[src/rtl/ac_pwrseq_pkg.sv]
// ac_pwrseq_pkg: shared state encodings, 2 MHz tick constants and fault-code bit positions
package ac_pwrseq_pkg;

    typedef enum logic [2:0] {
        ST_INIT     = 3'd0,
        ST_P2V5_ON  = 3'd1,
        ST_P1V2_ON  = 3'd2,
        ST_P1V8_ON  = 3'd3,
        ST_BMC_OK   = 3'd4,
        ST_P1V8_OFF = 3'd5,
        ST_P1V2_OFF = 3'd6,
        ST_P2V5_OFF = 3'd7
    } seq_state_t;

    localparam int CNT_W = 17;

    localparam logic [CNT_W-1:0] T_10uS_2M = 17'd20;
    localparam logic [CNT_W-1:0] T_4mS_2M  = 17'd8000;
    localparam logic [CNT_W-1:0] T_20mS_2M = 17'd40000;

    localparam int FLT_P2V5 = 0;
    localparam int FLT_P1V2 = 1;
    localparam int FLT_P1V8 = 2;

    function automatic logic [2:0] on_rail(seq_state_t s);
        on_rail = '0;
        on_rail[FLT_P2V5] = (s == ST_P2V5_ON);
        on_rail[FLT_P1V2] = (s == ST_P1V2_ON);
        on_rail[FLT_P1V8] = (s == ST_P1V8_ON);
    endfunction

endpackage

[src/rtl/ac_seq_timer.sv]
// ac_seq_timer: load/enable up-counter that saturates at a limit and flags reaching it
module ac_seq_timer
    import ac_pwrseq_pkg::*;
(
    input  logic             iClk,
    input  logic             iRst_n,
    input  logic             iLoad,
    input  logic             iEn,
    input  logic [CNT_W-1:0] iLimit,
    output logic             oDone
);

    logic [CNT_W-1:0] cnt;

    assign oDone = cnt >= iLimit;

    // Clear on load, otherwise count up and hold once the limit is reached
    always_ff @(posedge iClk or negedge iRst_n)
        if (!iRst_n) cnt <= '0;
        else if (iLoad) cnt <= '0;
        else if (iEn && !oDone) cnt <= cnt + 1'b1;

endmodule

[src/rtl/ac_bmc_aux_seq.sv]
// ac_bmc_aux_seq: S5/AUX sequencer for the BMC P2V5/P1V2/P1V8 rails with timeout and drop fault latch
module ac_bmc_aux_seq
    import ac_pwrseq_pkg::*;
(
    input  logic       iClk,
    input  logic       iRst_n,
    input  logic       iBMC_PWR_EN,
    input  logic       iPWRGD_P2V5_BMC_AUX,
    input  logic       iPWRGD_P1V2_BMC_AUX,
    input  logic       iPWRGD_P1V8_BMC_AUX,
    input  logic       iFLT_CLR,
    output logic       oFM_P2V5_BMC_EN,
    output logic       oFM_P1V2_BMC_EN,
    output logic       oFM_P1V8_BMC_EN,
    output logic       oPWRGD_P1V8_BMC_AUX,
    output logic       oBMC_PWRGD,
    output logic       oRST_SRST_BMC_N,
    output logic       oPCH_PWR_EN,
    output logic       oBMC_PWR_FLT,
    output logic [2:0] oBMC_FLT_CODE
);

    seq_state_t       state, prev_state;
    logic [2:0]       pg_meta, spg, spg_d;
    logic [2:0]       rail, en_vec, drop, to_code;
    logic [CNT_W-1:0] stage_limit;
    logic             stage_hit, stage_done, pg_rail, pg_off, srst_done, abort;

    assign rail       = on_rail(state);
    assign pg_rail    = |(rail & spg);
    assign pg_off     = state == ST_P1V8_OFF ? spg[FLT_P1V8] :
                        state == ST_P1V2_OFF ? spg[FLT_P1V2] : spg[FLT_P2V5];
    assign stage_done = (state == prev_state) && stage_hit;
    assign en_vec     = {oFM_P1V8_BMC_EN, oFM_P1V2_BMC_EN, oFM_P2V5_BMC_EN};
    assign drop       = en_vec & spg_d & ~spg;
    assign to_code    = (stage_done && !pg_rail) ? rail : 3'b000;
    assign abort      = (oBMC_PWR_FLT || !iBMC_PWR_EN) &&
                        (state inside {ST_P2V5_ON, ST_P1V2_ON, ST_P1V8_ON, ST_BMC_OK});

    // While an ON rail is still waiting for PWRGD the stage timer runs on to the timeout;
    // otherwise it only needs to reach the minimum stage time
    always_comb stage_limit = (|rail && !pg_rail) ? T_4mS_2M : T_10uS_2M;

    ac_seq_timer u_stage_tmr (
        .iClk   (iClk),
        .iRst_n (iRst_n),
        .iLoad  (state != prev_state),
        .iEn    (1'b1),
        .iLimit (stage_limit),
        .oDone  (stage_hit)
    );

    // SRST# is a registered output, so the flag fires one count early to release on the 40000th edge
    ac_seq_timer u_srst_tmr (
        .iClk   (iClk),
        .iRst_n (iRst_n),
        .iLoad  (state != ST_BMC_OK),
        .iEn    (state == ST_BMC_OK),
        .iLimit (T_20mS_2M - 1'b1),
        .oDone  (srst_done)
    );

    // Two-flop PWRGD synchronizers, one-cycle history for drop detection, registered P1V8 good
    always_ff @(posedge iClk or negedge iRst_n)
        if (!iRst_n) begin
            pg_meta             <= '0;
            spg                 <= '0;
            spg_d               <= '0;
            oPWRGD_P1V8_BMC_AUX <= 1'b0;
        end else begin
            pg_meta             <= {iPWRGD_P1V8_BMC_AUX, iPWRGD_P1V2_BMC_AUX, iPWRGD_P2V5_BMC_AUX};
            spg                 <= pg_meta;
            spg_d               <= spg;
            oPWRGD_P1V8_BMC_AUX <= spg[FLT_P1V8] && oFM_P1V8_BMC_EN;
        end

    // Fault latch: accumulates drop and timeout sources, cleared only from INIT
    always_ff @(posedge iClk or negedge iRst_n)
        if (!iRst_n) begin
            oBMC_PWR_FLT  <= 1'b0;
            oBMC_FLT_CODE <= '0;
        end else if (iFLT_CLR && state == ST_INIT) begin
            oBMC_PWR_FLT  <= 1'b0;
            oBMC_FLT_CODE <= '0;
        end else if (|(drop | to_code)) begin
            oBMC_PWR_FLT  <= 1'b1;
            oBMC_FLT_CODE <= oBMC_FLT_CODE | drop | to_code;
        end

    // Sequencer: rails up in order, orderly shutdown on fault or request removal
    always_ff @(posedge iClk or negedge iRst_n)
        if (!iRst_n) begin
            state           <= ST_INIT;
            prev_state      <= ST_INIT;
            oFM_P2V5_BMC_EN <= 1'b0;
            oFM_P1V2_BMC_EN <= 1'b0;
            oFM_P1V8_BMC_EN <= 1'b0;
            oBMC_PWRGD      <= 1'b0;
            oPCH_PWR_EN     <= 1'b0;
            oRST_SRST_BMC_N <= 1'b0;
        end else begin
            prev_state <= state;
            if (abort) begin
                state           <= ST_P1V8_OFF;
                oFM_P1V8_BMC_EN <= 1'b0;
                oBMC_PWRGD      <= 1'b0;
                oPCH_PWR_EN     <= 1'b0;
                oRST_SRST_BMC_N <= 1'b0;
            end else begin
                case (state)
                    ST_INIT:
                        if (iBMC_PWR_EN && !oBMC_PWR_FLT) begin
                            state           <= ST_P2V5_ON;
                            oFM_P2V5_BMC_EN <= 1'b1;
                        end
                    ST_P2V5_ON:
                        if (spg[FLT_P2V5] && stage_done) begin
                            state           <= ST_P1V2_ON;
                            oFM_P1V2_BMC_EN <= 1'b1;
                        end
                    ST_P1V2_ON:
                        if (spg[FLT_P1V2] && stage_done) begin
                            state           <= ST_P1V8_ON;
                            oFM_P1V8_BMC_EN <= 1'b1;
                        end
                    ST_P1V8_ON:
                        if (spg[FLT_P1V8] && stage_done) begin
                            state       <= ST_BMC_OK;
                            oBMC_PWRGD  <= 1'b1;
                            oPCH_PWR_EN <= 1'b1;
                        end
                    ST_BMC_OK:
                        if (srst_done) oRST_SRST_BMC_N <= 1'b1;
                    ST_P1V8_OFF:
                        if (!pg_off && stage_done) begin
                            state           <= ST_P1V2_OFF;
                            oFM_P1V2_BMC_EN <= 1'b0;
                        end
                    ST_P1V2_OFF:
                        if (!pg_off && stage_done) begin
                            state           <= ST_P2V5_OFF;
                            oFM_P2V5_BMC_EN <= 1'b0;
                        end
                    ST_P2V5_OFF:
                        if (!pg_off && stage_done) state <= ST_INIT;
                    default: begin
                        state           <= ST_INIT;
                        oFM_P2V5_BMC_EN <= 1'b0;
                        oFM_P1V2_BMC_EN <= 1'b0;
                        oFM_P1V8_BMC_EN <= 1'b0;
                        oBMC_PWRGD      <= 1'b0;
                        oPCH_PWR_EN     <= 1'b0;
                        oRST_SRST_BMC_N <= 1'b0;
                    end
                endcase
            end
        end

endmodule

[config.mk]
export PLATFORM = sky130hd
export DESIGN_NAME = ac_bmc_aux_seq
export DESIGN_NICKNAME = d
export VERILOG_FILES = /design/src/rtl/ac_pwrseq_pkg.sv /design/src/rtl/ac_seq_timer.sv /design/src/rtl/ac_bmc_aux_seq.sv
export SDC_FILE = /design/constraint.sdc
export NUM_CORES = 1
export LEC_CHECK = 0
export CORE_ASPECT_RATIO = 0.5
export CORE_UTILIZATION = 50
export DETAILED_ROUTE_END_ITERATION = 6
export PLACE_DENSITY = 0.69
export SYNTH_ARGS = -nofsm -noshare
export SYNTH_HDL_FRONTEND = slang
export SYNTH_SLANG_ARGS = --single-unit
[constraint.sdc]
create_clock -name iClk -period 5.25 [get_ports iClk]
set_clock_uncertainty 0.15 [all_clocks]
set_input_delay 1.05 -clock iClk [delete_from_list [all_inputs] [get_ports iClk]]
set_output_delay 1.05 -clock iClk [all_outputs]
set_load 0.02 [all_outputs]
==> flow_metrics.tcl <==
set metrics [dict create \
    rows 19 \
    avgRoutedWirePerCell_um 15.01 \
    routed_wl_um 5958 \
    r2r_cells 12 \
    ir_drop_mv 0.2294 \
    maxSlewHeadroom_pct 28.93 \
    grt-ovfl-total 0 \
    timing.rr.start "state[0]" \
    postCtsSetupBuffers 0 \
    fin_tns_setup_ns 0 \
    synthDominantCellAreaShare_pct 48.26 \
    core_area_um2 5682 \
    worst-path-max-fanout 16 \
    syn_area_um2 3059 \
    viasPerCell 5.620 \
    clk_pin_slew_worst_paths_ns 0.05 \
    grt_pass1_wl_um 10410 \
    drive_above_1_share_pct 13.27 \
    yosysUniqueCellTypes 59 \
    num-fill-cells 468 \
    async_flop_share_pct 100.0 \
    final_nets 337 \
    critical_path_class "register to register" \
    ys_seq_area_share_pct 48.26 \
    fmax_mhz 243.9 \
    num_vias 2231 \
    track_usage_pct 21.37 \
    cap_violations 0 \
    hold_path_depth 0 \
    min-delay-start "pg_meta[1]" \
    clkLatencyLatePin_ns 0.33 \
    syn_inst 300 \
    clk_path_buf_depth 2 \
    finalPower_mw 1.462 \
    synth_ff_type "dfrtp_1" \
    synth.most_common_cell "dfrtp_1" \
    outcome "complete, no violations" \
    cts-root-buf "clkbuf_16" \
    multi_input_area_um2 1480 \
    die_width_um 112.6 \
    leakagePower_nw 1.509 \
    worst_ep_required_time_ns 5.30 \
    area.sequential_um2 1476 \
    finalSetupViolCount 0 \
    first_iter_violations 78 \
    p_per_area_nw_per_um2 409.1 \
    die_area_um2 6454 \
    tritoncts "done" \
    syn_area_per_cell_um2 10.20 \
    utilization_pct 62.89 \
    hpwl_um 4197 \
    fin_crit_sh_pct 78.08 \
    grt_max_degree 60 \
    cts_resized 0 \
    synthTopCellsByCount "dfrtp_1 (59), nor2_1 (43), nand2_1 (21), xor2_1 (16), a21oi_1 (13)" \
    synth_top_cell_by_area "dfrtp_1" \
    firstDrtPassIters 4 \
    boundaryPins 18 \
    drt_drc_violations_left 0 \
    period_needed_ns 4.099 \
    startpoint_type "register" \
    rsz0062_at_grt "false" \
    endpoint_kind "register" \
    portBuffers 17 \
    start_util_pct 53.84 \
    dpl_cell_area_um2 3269 \
    startpoint "state[0]" \
    die_height_um 57.31 \
    drtAntennaViolNets 0 \
    worstMarginPinSlew_ns 1.066 \
    place_inst 381 \
    cts_made_buffers 9 \
    final_area_um2 3573 \
    htreeDepth 3 \
    diodes 0 \
    hold_viol_final 0 \
    synth-edff-count 0 \
    grt_pass1_vias 2260 \
    cts_sinks 59 \
    yosysWarningCount 0 \
    slew_viol_final 0 \
    ys_top_cells_by_area "dfrtp_1 (48%), nor2_1 (5.3%), xor2_1 (4.6%)" \
    antenna_found_initial 0 \
    ys_ff_latch 59 \
    synthToLayoutAreaGrowth_pct 16.81 \
    fin_cells 397 \
    gp_congestion 0.8583 \
    hp-class "register to register" \
    arrival_ns 4.15 \
    cts_hold_buffers 0 \
    synth_fp_nets 318 \
]
==> layout by cell type (no fill, tap or decap), drive strengths merged, types with 4 or more instances in the layout <==
cell	n
a211oi	4
a21oi	16
a31oi	4
and2	5
and3	10
clkbuf	10
clkdlybuf4s50	16
clkinv	4
dfrtp	59
ha	11
inv	13
nand2	22
nand3	10
nand4	10
nor2	43
nor2b	4
nor3	6
nor4	4
o21ai	6
xnor2	12
xor2	16
==> routing by layer <==
metal	track usage, %	wire length, um	up-vias	share of wire [%]
met5	0	0	-	0
met4	8.952	83	0	1.4
met3	7.120	179	8	3.0
met2	35.98	2848	26	48
met1	25.69	2846	1094	48
li1	-	-	1103	-
==> power breakdown <==
part	leakage, nW	switching, mW	internal, mW
Combinational	0.598	0.206	0.118
Sequential	0.762	0.0546	0.500
Clock	0.148	0.204	0.379
==> cell families (layout without fill, tap and decap cells) <==
group / Yosys count / in the layout / synth area share [%]
AO/OA/AOI/OAI: 55 / 55 / 13.99
multiplexers: 1 / 1 / 0.3272
buffers and inverters: 23 / 47 / 3.354
adder cells (fa/ha/maj): 11 / 11 / 4.499
AND/OR/NAND/NOR: 123 / 123 / 21.55
XOR/XNOR: 28 / 28 / 8.016
flip-flops: 59 / 59 / 48.26
==> sequential cells by signal, summed over array words and instances, names as in the netlist <==
register and flops:
u_srst_tmr.cnt 17, u_stage_tmr.cnt 17, oBMC_FLT_CODE 3, pg_meta 3, prev_state 3, spg 3
spg_d 3, state 3, oBMC_PWR_FLT 1, oFM_P1V2_BMC_EN 1, oFM_P1V8_BMC_EN 1, oFM_P2V5_BMC_EN 1
oPCH_PWR_EN 1, oPWRGD_P1V8_BMC_AUX 1, oRST_SRST_BMC_N 1
==> worst paths after layout <==
kind | end | slack, ns
worst min register to register | spg[1] | 0.20
worst max register to register | state[0] | 1.15
max in group asynchronous | u_stage_tmr.cnt[13] | 3.75
worst max-delay path | state[0] | 1.15
min in group asynchronous | u_srst_tmr.cnt[2] | 0.70
worst min-delay path | spg[1] | 0.20
==> critical path, stage by stage (launching register included) <==
cell and delay, ns:
dfrtp_1 0.63, nor2b_1 0.12, a21oi_1 0.35, nand2_1 0.10
a21o_1 0.27, ha_1 0.36, nand2_1 0.06, o211ai_1 0.27
a41oi_1 0.12, a21oi_2 0.80, nand3_4 0.17, a2111oi_0 0.47
a21oi_1 0.07
==> layout make-up <==
type                            instances  area share (%)
Clock buffer                           10           6.688
Clock inverter                          6           1.821
Inverter                               13           1.366
Multi-Input combinational cell        218           41.42
Sequential cell                        59           41.32
Tap cell                               73           2.556
Timing Repair Buffer                   18           4.832
==> metrics by stage <==
step / hold slack (ns) / setup slack (ns)
after CTS: 0.2070 / 1.194
after floorplan: 0.1812 / 2.070
after global routing: 0.2143 / 0.8382
final: 0.2023 / 1.151
after global placement: 0.1824 / 1.422
after detailed placement: 0.1948 / 1.206
Note: power is estimated with default switching activity, not from simulation.
